<file path="config.mk">
export PLATFORM = sky130hd
export DESIGN_NAME = wb_rr_arbiter
export DESIGN_NICKNAME = d
export VERILOG_FILES = /design/src/rtl/wb_rr_arbiter.sv
export SDC_FILE = /design/constraint.sdc
export NUM_CORES = 1
export LEC_CHECK = 0
export ABC_AREA = 1
export BUFFER_PORTS_ARGS = -buffer_cell sky130_fd_sc_hd__buf_2
export CORE_AREA = 3 3 168 170
export DETAILED_ROUTE_END_ITERATION = 8
export DIE_AREA = 0 0 171 173
export GPL_TIMING_DRIVEN = 0
export HOLD_SLACK_MARGIN = 0.15
export MAX_ROUTING_LAYER = met4
export SLEW_MARGIN = 0
export SYNTH_ARGS = -nofsm -noshare
export SYNTH_HDL_FRONTEND = slang
export SYNTH_SLANG_ARGS = --single-unit
</file>
<file path="constraint.sdc">
create_clock -name wb_clk -period 1.59 [get_ports wb_clk]
set_input_delay 0 -clock wb_clk [delete_from_list [all_inputs] [get_ports wb_clk]]
set_output_delay 0 -clock wb_clk [all_outputs]
set_load 0.005 [all_outputs]
</file>
<file path="src/rtl/wb_rr_arbiter.sv">
// N-master to single-slave Wishbone arbiter. One master owns the bus per tenure,
// picked by round-robin or fixed priority, and keeps it until it drops cyc.
// Optional watchdog: define WB_ARB_TIMEOUT_EN to abort hung slave accesses with err.
module wb_rr_arbiter #(
    parameter int unsigned NUM_MASTERS    = 4,
    parameter int unsigned AW             = 32,
    parameter int unsigned DW             = 32,
    parameter int unsigned PRIORITY_MODE  = 0,
    parameter int unsigned TIMEOUT_CYCLES = 255
) (
    input  logic                           wb_clk,
    input  logic                           wb_rst_n,
    input  logic [NUM_MASTERS*AW-1:0]      m_adr_i,
    input  logic [NUM_MASTERS*DW-1:0]      m_dat_i,
    input  logic [NUM_MASTERS*(DW/8)-1:0]  m_sel_i,
    input  logic [NUM_MASTERS-1:0]         m_cyc_i,
    input  logic [NUM_MASTERS-1:0]         m_stb_i,
    input  logic [NUM_MASTERS-1:0]         m_we_i,
    output logic [DW-1:0]                  m_dat_o,
    output logic [NUM_MASTERS-1:0]         m_ack_o,
    output logic [NUM_MASTERS-1:0]         m_err_o,
    output logic [NUM_MASTERS-1:0]         m_gnt_o,
    output logic [AW-1:0]                  s_adr_o,
    output logic [DW-1:0]                  s_dat_o,
    output logic [(DW/8)-1:0]              s_sel_o,
    output logic                           s_cyc_o,
    output logic                           s_stb_o,
    output logic                           s_we_o,
    input  logic [DW-1:0]                  s_dat_i,
    input  logic                           s_ack_i,
    input  logic                           s_err_i
);

    localparam int unsigned SW  = DW / 8;
    localparam int unsigned OW  = $clog2(NUM_MASTERS);
    localparam int unsigned OW1 = OW + 1;

`ifdef WB_ARB_TIMEOUT_EN
    typedef enum logic [1:0] {StIdle, StGrant, StDrain} state_e;
`else
    typedef enum logic [0:0] {StIdle, StGrant} state_e;
`endif

    state_e        state_q, state_d;
    logic [OW-1:0] owner_q, owner_d;
    logic [OW-1:0] last_q, last_d;
    logic [OW-1:0] winner;
    logic          own_cyc;
    logic          own_stb;
    logic          timeout_hit;

    assign own_cyc = m_cyc_i[owner_q];
    assign own_stb = m_stb_i[owner_q];
    assign m_dat_o = s_dat_i;

    // Arbitration: later loop iterations overwrite, so the lowest offset/index wins.
    always_comb begin
        logic [OW1-1:0] idx;
        winner = '0;
        idx    = '0;
        if (PRIORITY_MODE == 1) begin
            for (int i = NUM_MASTERS - 1; i >= 0; i--) begin
                if (m_cyc_i[i]) winner = OW'(i);
            end
        end else begin
            for (int i = NUM_MASTERS; i >= 1; i--) begin
                idx = OW1'(last_q) + OW1'(i);
                if (idx >= OW1'(NUM_MASTERS)) idx = idx - OW1'(NUM_MASTERS);
                if (m_cyc_i[idx[OW-1:0]]) winner = idx[OW-1:0];
            end
        end
    end

`ifdef WB_ARB_TIMEOUT_EN
    logic [7:0] wdog_q, wdog_d;
    logic       stall;

    // Stall is measured against the unforced slave strobe of the current owner.
    assign stall       = (state_q == StGrant) && own_cyc && own_stb && !s_ack_i && !s_err_i;
    assign timeout_hit = stall && (wdog_q == 8'(TIMEOUT_CYCLES - 1));
    assign wdog_d      = stall ? wdog_q + 8'd1 : 8'd0;

    // Watchdog counter register
    always_ff @(posedge wb_clk or negedge wb_rst_n) begin
        if (!wb_rst_n) wdog_q <= 8'd0;
        else           wdog_q <= wdog_d;
    end
`else
    assign timeout_hit = 1'b0;
`endif

    // State, owner and last-granted registers
    always_ff @(posedge wb_clk or negedge wb_rst_n) begin
        if (!wb_rst_n) begin
            state_q <= StIdle;
            owner_q <= '0;
            last_q  <= OW'(NUM_MASTERS - 1);
        end else begin
            state_q <= state_d;
            owner_q <= owner_d;
            last_q  <= last_d;
        end
    end

    // Next-state logic
    always_comb begin
        state_d = state_q;
        owner_d = owner_q;
        last_d  = last_q;
        unique case (state_q)
            StIdle: begin
                if (|m_cyc_i) begin
                    owner_d = winner;
                    state_d = StGrant;
                end
            end
            StGrant: begin
                if (!own_cyc) begin
                    last_d  = owner_q;
                    state_d = StIdle;
`ifdef WB_ARB_TIMEOUT_EN
                end else if (timeout_hit) begin
                    state_d = StDrain;
`endif
                end
            end
`ifdef WB_ARB_TIMEOUT_EN
            StDrain: begin
                if (!own_cyc) begin
                    last_d  = owner_q;
                    state_d = StIdle;
                end
            end
`endif
            default: state_d = StIdle;
        endcase
    end

    // Output logic: slave side muxed from the owner only while in GRANT
    always_comb begin
        m_gnt_o = '0;
        m_ack_o = '0;
        m_err_o = '0;
        s_adr_o = '0;
        s_dat_o = '0;
        s_sel_o = '0;
        s_cyc_o = 1'b0;
        s_stb_o = 1'b0;
        s_we_o  = 1'b0;
        if (state_q == StGrant) begin
            m_gnt_o[owner_q] = 1'b1;
            m_ack_o[owner_q] = s_ack_i & own_cyc & own_stb;
            m_err_o[owner_q] = (s_err_i & own_cyc & own_stb) | timeout_hit;
            s_adr_o          = m_adr_i[32'(owner_q) * AW +: AW];
            s_dat_o          = m_dat_i[32'(owner_q) * DW +: DW];
            s_sel_o          = m_sel_i[32'(owner_q) * SW +: SW];
            s_cyc_o          = own_cyc;
            s_stb_o          = own_cyc & own_stb;
            s_we_o           = own_cyc & m_we_i[owner_q];
        end
`ifdef WB_ARB_TIMEOUT_EN
        else if (state_q == StDrain) begin
            m_gnt_o[owner_q] = 1'b1;
        end
`endif
    end

endmodule

</file>
---- Word level (Yosys, flattened, before mapping) ----
Index checks and enable logic that the tools add are counted.
storage, ports and cells
  word-level logic and storage cells ...... 74
  input port bits ......................... 320
  register bits ........................... 5
  output and inout bits ................... 115
operators by class
  magnitude comparators ................... 10
  reduce and logical (&&, ||, !) cells .... 4
  bitwise logic cells ..................... 10
  shift operators ......................... 3
  muxes and demuxes ....................... 36
  add/sub/neg operators ................... 8
operators with widths
  kind                 number
  $shiftx 128x8->32    2
  $mux 32              2
  $mux 2               8
  $mux 4               4
  $shiftx 16x5->4      1
  $lt 2x3->1 const B   5
  $bmux 1 s2           7
  $mux 1               13
  $ge 3x3->1 const B   4
  $and 4x4->4          2
  $sub 2x1->2 const B  4
  $add 2x2->3 const B  2
  $and 1x1->1          6
  $reduce_and 2->1     2
  $reduce_or 4->1      1
  $add 2x1->3 const B  1
  $add 2x3->3 const B  1
  $demux 1 s2          1
  $ge 2x1->1 const B   1
  $not 1->1            2
  $pmux 1 s2           1
  $logic_and 1x1->1    1

---- Longest topological paths before layout ----
Gate-level depths: netlist of the first run.
  word-level depth ........................ 9
  depth in mapped cells ................... 11
  gate-level depth less buffers ........... 10

---- Worst setup path after synthesis of the first run ----
Ideal clock, no wire load.
  kind .................................... register -> register
  start point ............................. register last_q[0]
  end point ............................... register owner_q[0]
  cell stages (with the launch flop) ...... 11
  period minus slack after synthesis ...... 1.379 ns
  library setup time ...................... 0.117 ns
  arrival time ............................ 1.262 ns
  buffers on the path ..................... 1
  required time ........................... 1.473 ns
  setup slack ............................. 0.211 ns
  path through ............................ dfstp_2 -> buf_2 -> inv_1 -> nand2_1 -> nand2_1 -> nand2_1 -> nand2_1 -> nor2_1 -> a21oi_1 -> nand2_1 -> nand2_1
on the way
  longest elaborated chain between the ends .. 9
  elaborated cells between the ends (all ways) .. 28
  those cells by class .................... add/sub: 8; order compare: 4; mux: 16
ends and longest elaborated chain
  item                                       line  text
  from (decl)                                46    logic [OW-1:0] last_q, last_d;
  from (signal assigned)                     97    last_q <= OW'(NUM_MASTERS - 1);
  from (signal assigned)                     101   last_q <= last_d;
  $add 2x3->3                                67    idx = OW1'(last_q) + OW1'(i);
  $ge 3x3->1 or $sub 2x1->2 (tied branches)  68    if (idx >= OW1'(NUM_MASTERS)) idx = idx - OW1'(NUM_MASTERS);
  $mux 2                                     68
  $bmux 1 s2                                 69    if (m_cyc_i[idx[OW-1:0]]) winner = idx[OW-1:0];
  $mux 1 (not written as such)               69
  $mux 2 (3 in a row)                        69
  $mux 2 (*)                                 69
  to (signal assigned)                       100   owner_q <= owner_d;
  to (decl)                                  45    logic [OW-1:0] owner_q, owner_d;
Mark *: on every way between the ends. The rest lies on a longest branch, timed or not. The select of a mux whose other input is x is not followed.
A chain may end at the register's enable or synchronous reset.

---- Worst setup path after layout of the first run ----
  start point ............................. register owner_q[0]
  end point ............................... output m_err_o[0]
on the way
  longest elaborated chain between the ends .. 6
  elaborated cells between the ends (all ways) .. 13
  those cells by class .................... order compare: 2; mux: 7; bitwise: 3; reduce/logical: 1
ends and longest elaborated chain
  item                                                               line     text
  $lt 2x3->1 (not written as such), or another cell as far along     153      m_err_o[owner_q] = (s_err_i & own_cyc & own_stb) | timeout_hit;
  $logic_and 1x1->1 (not written as such) or $mux 1 (tied branches)  153, 52
  $mux 1 (not written as such) or $and 1x1->1 (tied branches)        153
  $demux 1 s2 or $and 1x1->1 (tied branches)                         153
  $and 4x4->4 (no source line) (*)                                   n/a
  $mux 4 (*)                                                         150      if (state_q == StGrant) begin
  to (decl)                                                          21       output logic [NUM_MASTERS-1:0] m_err_o,
Marks and branches as above.

==> results of run 1 <==
worst max-delay path by stage:
stage,to,start,cells past startpoint,slack (ps)
global route,m_ack_o[0],owner_q[0]$_DFFE_PN0P_,8,-190
detailed placement,s_stb_o,owner_q[0]$_DFFE_PN0P_,7,-540
finish,m_err_o[0],owner_q[0]$_DFFE_PN0P_,9,-120
global placement,s_stb_o,owner_q[0]$_DFFE_PN0P_,7,-540
floorplan,owner_q[0]$_DFFE_PN0P_,last_q[0]$_DFFE_PN1P_,10,210
CTS,s_dat_o[3],owner_q[1]$_DFFE_PN0P_,7,-120
metrics by stage:
step | instances | total power, mW | setup TNS (ps)
after CTS | 1146 | 9.99 | -4510
after global routing | 1154 | 11.2 | -10330
after floorplan | 378 | 3.96 | 0
after global placement | 1121 | 7.25 | -20400
final | 1154 | 10.5 | -4160
after detailed placement | 1121 | 7.29 | -21320
cell type report:
class                   count  share of cell area
repair buffers            432               0.410
diodes                      3             0.00126
well taps                 341              0.0717
multi-input cells         284               0.361
plain buffers              66               0.106
clock buffers               4              0.0132
flip-flops and latches      5              0.0217
inverters                  19              0.0145
layer usage:
layer,up-vias,part of all wire
met4,0,0.026
met1,2268,0.38
li1,2289,-
met2,337,0.51
met5,-,0
met3,24,0.083
registers in the layout, summed over array words and instances, names as in the netlist:
name / cells
state_q: 1
last_q: 2
owner_q: 2
cells by family (layout without fill, tap and decap cells):
kind of cell / Yosys count / after routing / share of synthesized area
other cells: 0 / 3 / 0
buf+inv: 89 / 521 / 0.209
simple gates: 68 / 68 / 0.121
flops: 5 / 5 / 0.0547
compound gates: 216 / 216 / 0.615
worst max-delay path: cells and delay by family (launching register included):
| kind | cells | cell delay [ps] |
|---|---|---|
| buffers and inverters | 6 | 700 |
| AND/OR/NAND/NOR | 3 | 410 |
| flip-flops | 1 | 370 |
cell usage in the layout, fill, tap and decap left out, types with 6 or more instances in the layout:
cell type	n
buf_4	51
clkbuf_4	6
inv_1	12
a22oi_2	52
nor2_1	6
clkbuf_16	6
buf_12	6
a21oi_2	14
buf_2	393
a22oi_1	89
nand2_1	37
a21oi_1	56
buf_8	14
buf_6	14
repair_timing:
item / 4_1_cts / 5_1_grt
buffers inserted: 16 / 6
gates cloned: 6 / 1
pin swaps: 43 / 45
endpoints found under the hold margin: 5 / 0
hold buffers: 2 / 0
endpoints found under the setup margin: 88 / 84
gates resized for setup: 161 / 49
report_power, final:
part           switching (mW)  total, mW  internal [mW]
logic                    5.24       9.75           4.51
registers              0.0769      0.295          0.218
clock network          0.0824      0.415          0.332
==> metrics.md, run 1 <==
| Metric | Value |
|---|---|
| First-pass DRT Iterations | 4 |
| Met1 Track Usage GR | 0.141 |
| Final Hold Fails | 0 |
| Reg2Reg Setup Slack | 90 ps |
| Hold path cells | 2 |
| CP max-delay cell | dfrtp_1 |
| H-Tree Depth | 1 |
| Clk buf depth | 2 |
| RSZ-0062 raised after global routing | yes |
| Post-synthesis cell type with the largest combined area | a22oi_1 |
| Power per cell area | 1760 nW/um^2 |
| Crit path max fanout | 5 |
| Distinct cells, synth | 16 |
| Leak | approximately 3 nW |
| Largest net degree at the start of global routing | 11 |
| Final GP Congestion | ~0.89 |
| Worst path cell trace | buf_6 -> nor2_4 -> buf_8 -> buf_6 -> inv_1 -> nor2_2 -> inv_2 -> nor2_4 -> buf_2 |
| Vias in the first global route | 4971 |
| Slew @ Worst Pin | 376 ps |
| Hold Path Sink | m_dat_o[0] |
| Ports | 435 |
| Syn_area_per_cell | ~6 um^2 |
| Fmax | between 0.5 and 0.6 GHz |
| Core Box Area | 26900 um^2 |
| Clock Sink Count | 5 |
| Starting DRT DRC Count | 263 |
| Worst-path clk slew | ~30 ps |
| Ratio of cells with drive above 1 in the final layout | 0.735 |
| Setup WS post-layout | -121 ps |
| Post-DP Area | 4770 um^2 |
| Pre-CTS setup slack | -538 ps |
| Final wirelength | 21700 um |
| Post-synth top cells | 141 x a22oi_1, 70 x a21oi_1, 43 x nand2_1 |
| First-pass GRT wire length | 28800 um |
| Syn nets | 698 |
| Fillers | roughly 3000 |
| Vias | 4918 |
| Clock latency on the worst-skew pair | 230 ps |
| Max_cap viols | 0 |
| I/O Buffers | ~400 |
| Sequential Area | 129 um^2 |
| Grt peak-use layer | met2 |
| Final Instance Area | 5950 um^2 |
| M2 GR Usage | 0.250 |
| Max Slew Vio Count | 0 |
| NumNets Final | between 1000 and 1500 |
| Area contributors post-synth | a22oi_1 45%, a21oi_1 15%, buf_4 11%, nand2_1 6.9%, buf_2 4.5% |
| Hold Startpoint | s_dat_i[0] |
| Crit path DAT | 1710 ps |
| Final hold slack | between 150 and 200 ps |
| Slew Limit Headroom | 0.748 |
| Final ANT Viol Nets | 0 |
| Drt drc | 0 |
| Top-count cell post-synth | a22oi_1 |
| Area grow syn2layout | 155% |
| Reg-to-Reg End | last_q[0]$_DFFE_PN1P_ |
| GR met3 Demand/Resource | 0.0213 |
| Critical path type | flip-flop to output pin |
| Status | complete, but fails checks |
| CTS tree | done |
| Sequential share of the synthesized area | 0.0547 |
| Cell Area, Synth | 2330 um^2 |
| Std-Cell Rows | 60 |
| WP data required | between 1500 and 2000 ps |
| Reg2reg path depth | 9 |
| Post-synth EDFFs | 0 |
| Class of the worst hold path | primary input to output pin |
| Crit path largest cell delay | 370 ps |
| Worst setup SP type | flip-flop |
| Grt total ovfl | 0 |
| Post-synth ARST share | 1.00 |
| Initial antenna violation count | 3 |
| Chip height | roughly 170 um |
| Min Tclk post-route | 1710 ps |
| CTS Buf Count | 3 |
| Max Clock Skew | 0.474 ps |
| Final core utilization | 0.221 |
| Die Span X | 171 um |
| Maximum vdd ir drop | 0.678 mV |
| Via-to-Cell Ratio | between 4 and 5 |
| Full die area | 29600 um^2 |
| Ratio of final minimum period to clock period | 1.08 |
| Failing checks | negative setup slack |
| Root Driver | clkbuf_16 |
| Area share of the largest cell type after synthesis | 0.453 |
| All-Layer GR Usage | 0.133 |
| Most used DFF post-synth | dfrtp_1 |
| Detailed placement HPWL | 17800 um |
| Syn Inst Count | 378 |
| Finish-stage setup viols | 75 |
| Crit path capture type | output pin |
| Initial Utilization | 0.0869 |
| Area of the multi-input gates | ~2100 um^2 |
| DR WL/cell | 18.8 um |
| Synth Warn # | 0 |
| Yosys reg bits | 5 |
| Worst R2R Start | owner_q[0]$_DFFE_PN0P_ |
(Power assumes the default switching activity.)
==> inputs of run 2 (changes only) <==
--- a/config.mk
+++ b/config.mk
@@ -12,7 +12,7 @@
 export DIE_AREA = 0 0 171 173
 export GPL_TIMING_DRIVEN = 0
 export HOLD_SLACK_MARGIN = 0.15
-export MAX_ROUTING_LAYER = met4
+export SETUP_SLACK_MARGIN = 0.3
 export SLEW_MARGIN = 0
 export SYNTH_ARGS = -nofsm -noshare
 export SYNTH_HDL_FRONTEND = slang
==> constraint.sdc (replaced) <==
create_clock -name wb_clk -period 1.8 [get_ports wb_clk]
set_input_delay 0 -clock wb_clk [delete_from_list [all_inputs] [get_ports wb_clk]]
set_output_delay 0 -clock wb_clk [all_outputs]
set_load 0.005 [all_outputs]
==> run 2 against run 1 <==
The run now ends clean. Sequential power decreased by 10%. Clock power fell by 12%. Register-to-register slack better by 240 ps. Highest routed layer is now met5.
==> metrics.md, run 2 (synthesis results as in run 1) <==
| Metric | Value |
|---|---|
| First-pass GRT wire length | 28900 um (+0.22%) |
| Area grow syn2layout | 170% |
| Vias | 5071 (+3.1%) |
| Initial antenna violation count | 2 (-1) |
| Std-Cell Rows | 60 (unchanged) |
| Non-filler cells, final | 1168 (+1.2%) |
| Min Tclk post-route | 1760 ps |
| Final ANT Viol Nets | 0 (unchanged) |
| Initial Utilization | 0.0869 (unchanged) |
| Area of the multi-input gates | 2220 um^2 (+3.4%) |
| Drt drc | 0 (unchanged) |
| Pre-CTS setup slack | -328 ps (+210 ps) |
| Hold Startpoint | s_dat_i[0] |
| Core Box Area | 26900 um^2 (unchanged) |
| Placed Cells | 1121 (unchanged) |
| Critical path type | flip-flop to output pin |
| Max Slew Vio Count | 0 (unchanged) |
| Final core utilization | 0.235 (+0.0133) |
| First-pass DRT Iterations | 5 (+1) |
| Root Driver | clkbuf_16 |
| Worst-path clk slew | 30 ps (about the same) |
| Status | completed |
| Worst R2R Start | owner_q[0]$_DFFE_PN0P_ |
| Sequential Area | 129 um^2 (unchanged) |
| Clk buf depth | 2 (unchanged) |
| Clock Sink Count | 5 (unchanged) |
| Tot Pwr | 10.1 mW (-3.3%) |
| Full die area | 29600 um^2 (unchanged) |
| Maximum vdd ir drop | 0.654 mV (-3.5%) |
| DR WL/cell | 19.3 um (+2.7%) |
| I/O Buffers | 402 (unchanged) |
| CTS Buf Count | 3 (unchanged) |
| Starting DRT DRC Count | 196 (-25%) |
| RSZ-0062 raised after global routing | yes |
| Vias in the first global route | 5014 (+0.87%) |
| Crit path DAT | 1760 ps (+50 ps) |
| Grt peak-use layer | met2 |
| NumNets Final | 1148 (+1.5%) |
| M2 GR Usage | 0.248 (-0.00165) |
| Class of the worst hold path | primary input to output pin |
| Post-DP Area | 4770 um^2 (unchanged) |
| Final Instance Area | 6310 um^2 (+6.0%) |
| Final GP Congestion | 0.876 (-1.6%) |
| Max Clock Skew | 0.562 ps (+0.0876 ps) |
| Clock latency on the worst-skew pair | 230 ps (about the same) |
| Antenna diodes | 0 (-3) |
| Top Registers | last_q x2, owner_q x2, state_q x1 |
| Fmax | around 0.57 GHz |
| Slew Limit Headroom | 0.745 (-0.00275) |
| Crit path max fanout | 5 (unchanged) |
| Kind of cell adding the most delay to the critical path | simple AND/OR/NAND/NOR gates |
| Detailed placement HPWL | 17800 um (unchanged) |
| Fillers | 2970 (-1.4%) |
| Ratio of cells with drive above 1 in the final layout | 0.763 (+0.0284) |
| Finish-stage setup viols | 0 (-100%) |
| Die Span X | 171 um (unchanged) |
| Largest net degree at the start of global routing | 11 (unchanged) |
| Power per cell area | 1600 nW/um^2 (-8.8%) |
| All-Layer GR Usage | 0.129 (-0.00383) |
| CP Launch Point | owner_q[0]$_DFFE_PN0P_ |
| CTS tree | done |
| WP data required | 1800 ps (+210 ps) |
| Slew @ Worst Pin | 380 ps (+4.10 ps) |
| Most common cell after layout, fill and taps aside | buf_2 |
| GR met3 Demand/Resource | 0.0192 (-0.00206) |
| Setup WS post-layout | 42.1 ps (+163 ps) |
| Worst path cell trace | buf_6 -> nor2_4 -> buf_8 -> a22oi_2 -> nand3_4 -> nand3_4 -> nor2_4 -> buf_2 |
| Setup TNS | 0 ps (+4160 ps) |
| Grt total ovfl | 0 (unchanged) |
| Met1 Track Usage GR | 0.142 (+0.000965) |
| Final Hold Fails | 0 (unchanged) |
| Most frequent cells in the layout | 395 x buf_2, 80 x a22oi_1, 63 x a21oi_1, 61 x a22oi_2, 60 x buf_4 |
| Via-to-Cell Ratio | 4.34 (+1.9%) |
| Max_cap viols | 0 (unchanged) |
| Worst setup SP type | flip-flop |
| CP max-delay cell | dfrtp_1 |
| Final wirelength | 22600 um (+4.0%) |
| Ratio of final minimum period to clock period | 0.977 |
| Ports | 435 (unchanged) |
| H-Tree Depth | 1 (unchanged) |
| Final hold slack | 166 ps (unchanged) |
| WP buf/inv | 3 (-3) |
| Crit path capture type | output pin |
| Chip height | 173 um (unchanged) |
| Crit path largest cell delay | 370 ps (about the same) |
| Leak | 3.12 nW (+5.2%) |
-- run 2: changes by cell type in the layout (fill, tap and decap cells not counted), moves of 4 or more --
cell,previous run,this run
a22oi_1,89,80
nand2_1,37,23
clkbuf_16,6,12
a21oi_1,56,63
a21oi_2,14,7
clkbuf_4,6,2
nand2_2,3,18
buf_4,51,60
a22oi_2,52,61
-- run 2: layout make-up --
type,instances,share of cell area
multi-input cells,284,0.353
plain buffers,70,0.116
inverters,19,0.0145
repair buffers,445,0.416
well taps,341,0.0676
clock buffers,4,0.0125
flip-flops and latches,5,0.0204
-- run 2: per-layer routing --
| metal | up-vias | routed length [um] |
|---|---|---|
| li1 | 2320 | - |
| met1 | 2372 | 8250 |
| met2 | 341 | 11800 |
| met3 | 34 | 1790 |
| met4 | 4 | 733 |
| met5 | - | 14 |
-- run 2: where the power goes --
group          internal, mW  leakage (nW)  switching, mW  total (mW)
registers             0.192        0.0548         0.0726       0.265
logic                  4.61          3.03           4.87        9.48
clock network         0.294        0.0382         0.0732       0.367
-- run 2: path summary, 6_finish.rpt --
kind / to / slack [ps] / cells after the start
worst max-delay path: m_err_o[0] / 40 / 8
worst min-delay path: m_dat_o[0] / 170 / 2
worst max register to register: last_q[0]$_DFFE_PN1P_ / 330 / 9
worst min register to register: state_q$_DFF_PN0_ / 600 / 2
max in group asynchronous: owner_q[1]$_DFFE_PN0P_ / 930 / 3
min in group asynchronous: last_q[1]$_DFFE_PN1P_ / 270 / 2
-- run 2: timing repair --
action,CTS,global route
endpoints found under the hold margin,5,0
pin swaps,35,72
buffers inserted,20,9
gates cloned,6,6
hold buffers,2,0
gates resized for setup,160,86
endpoints found under the setup margin,88,85
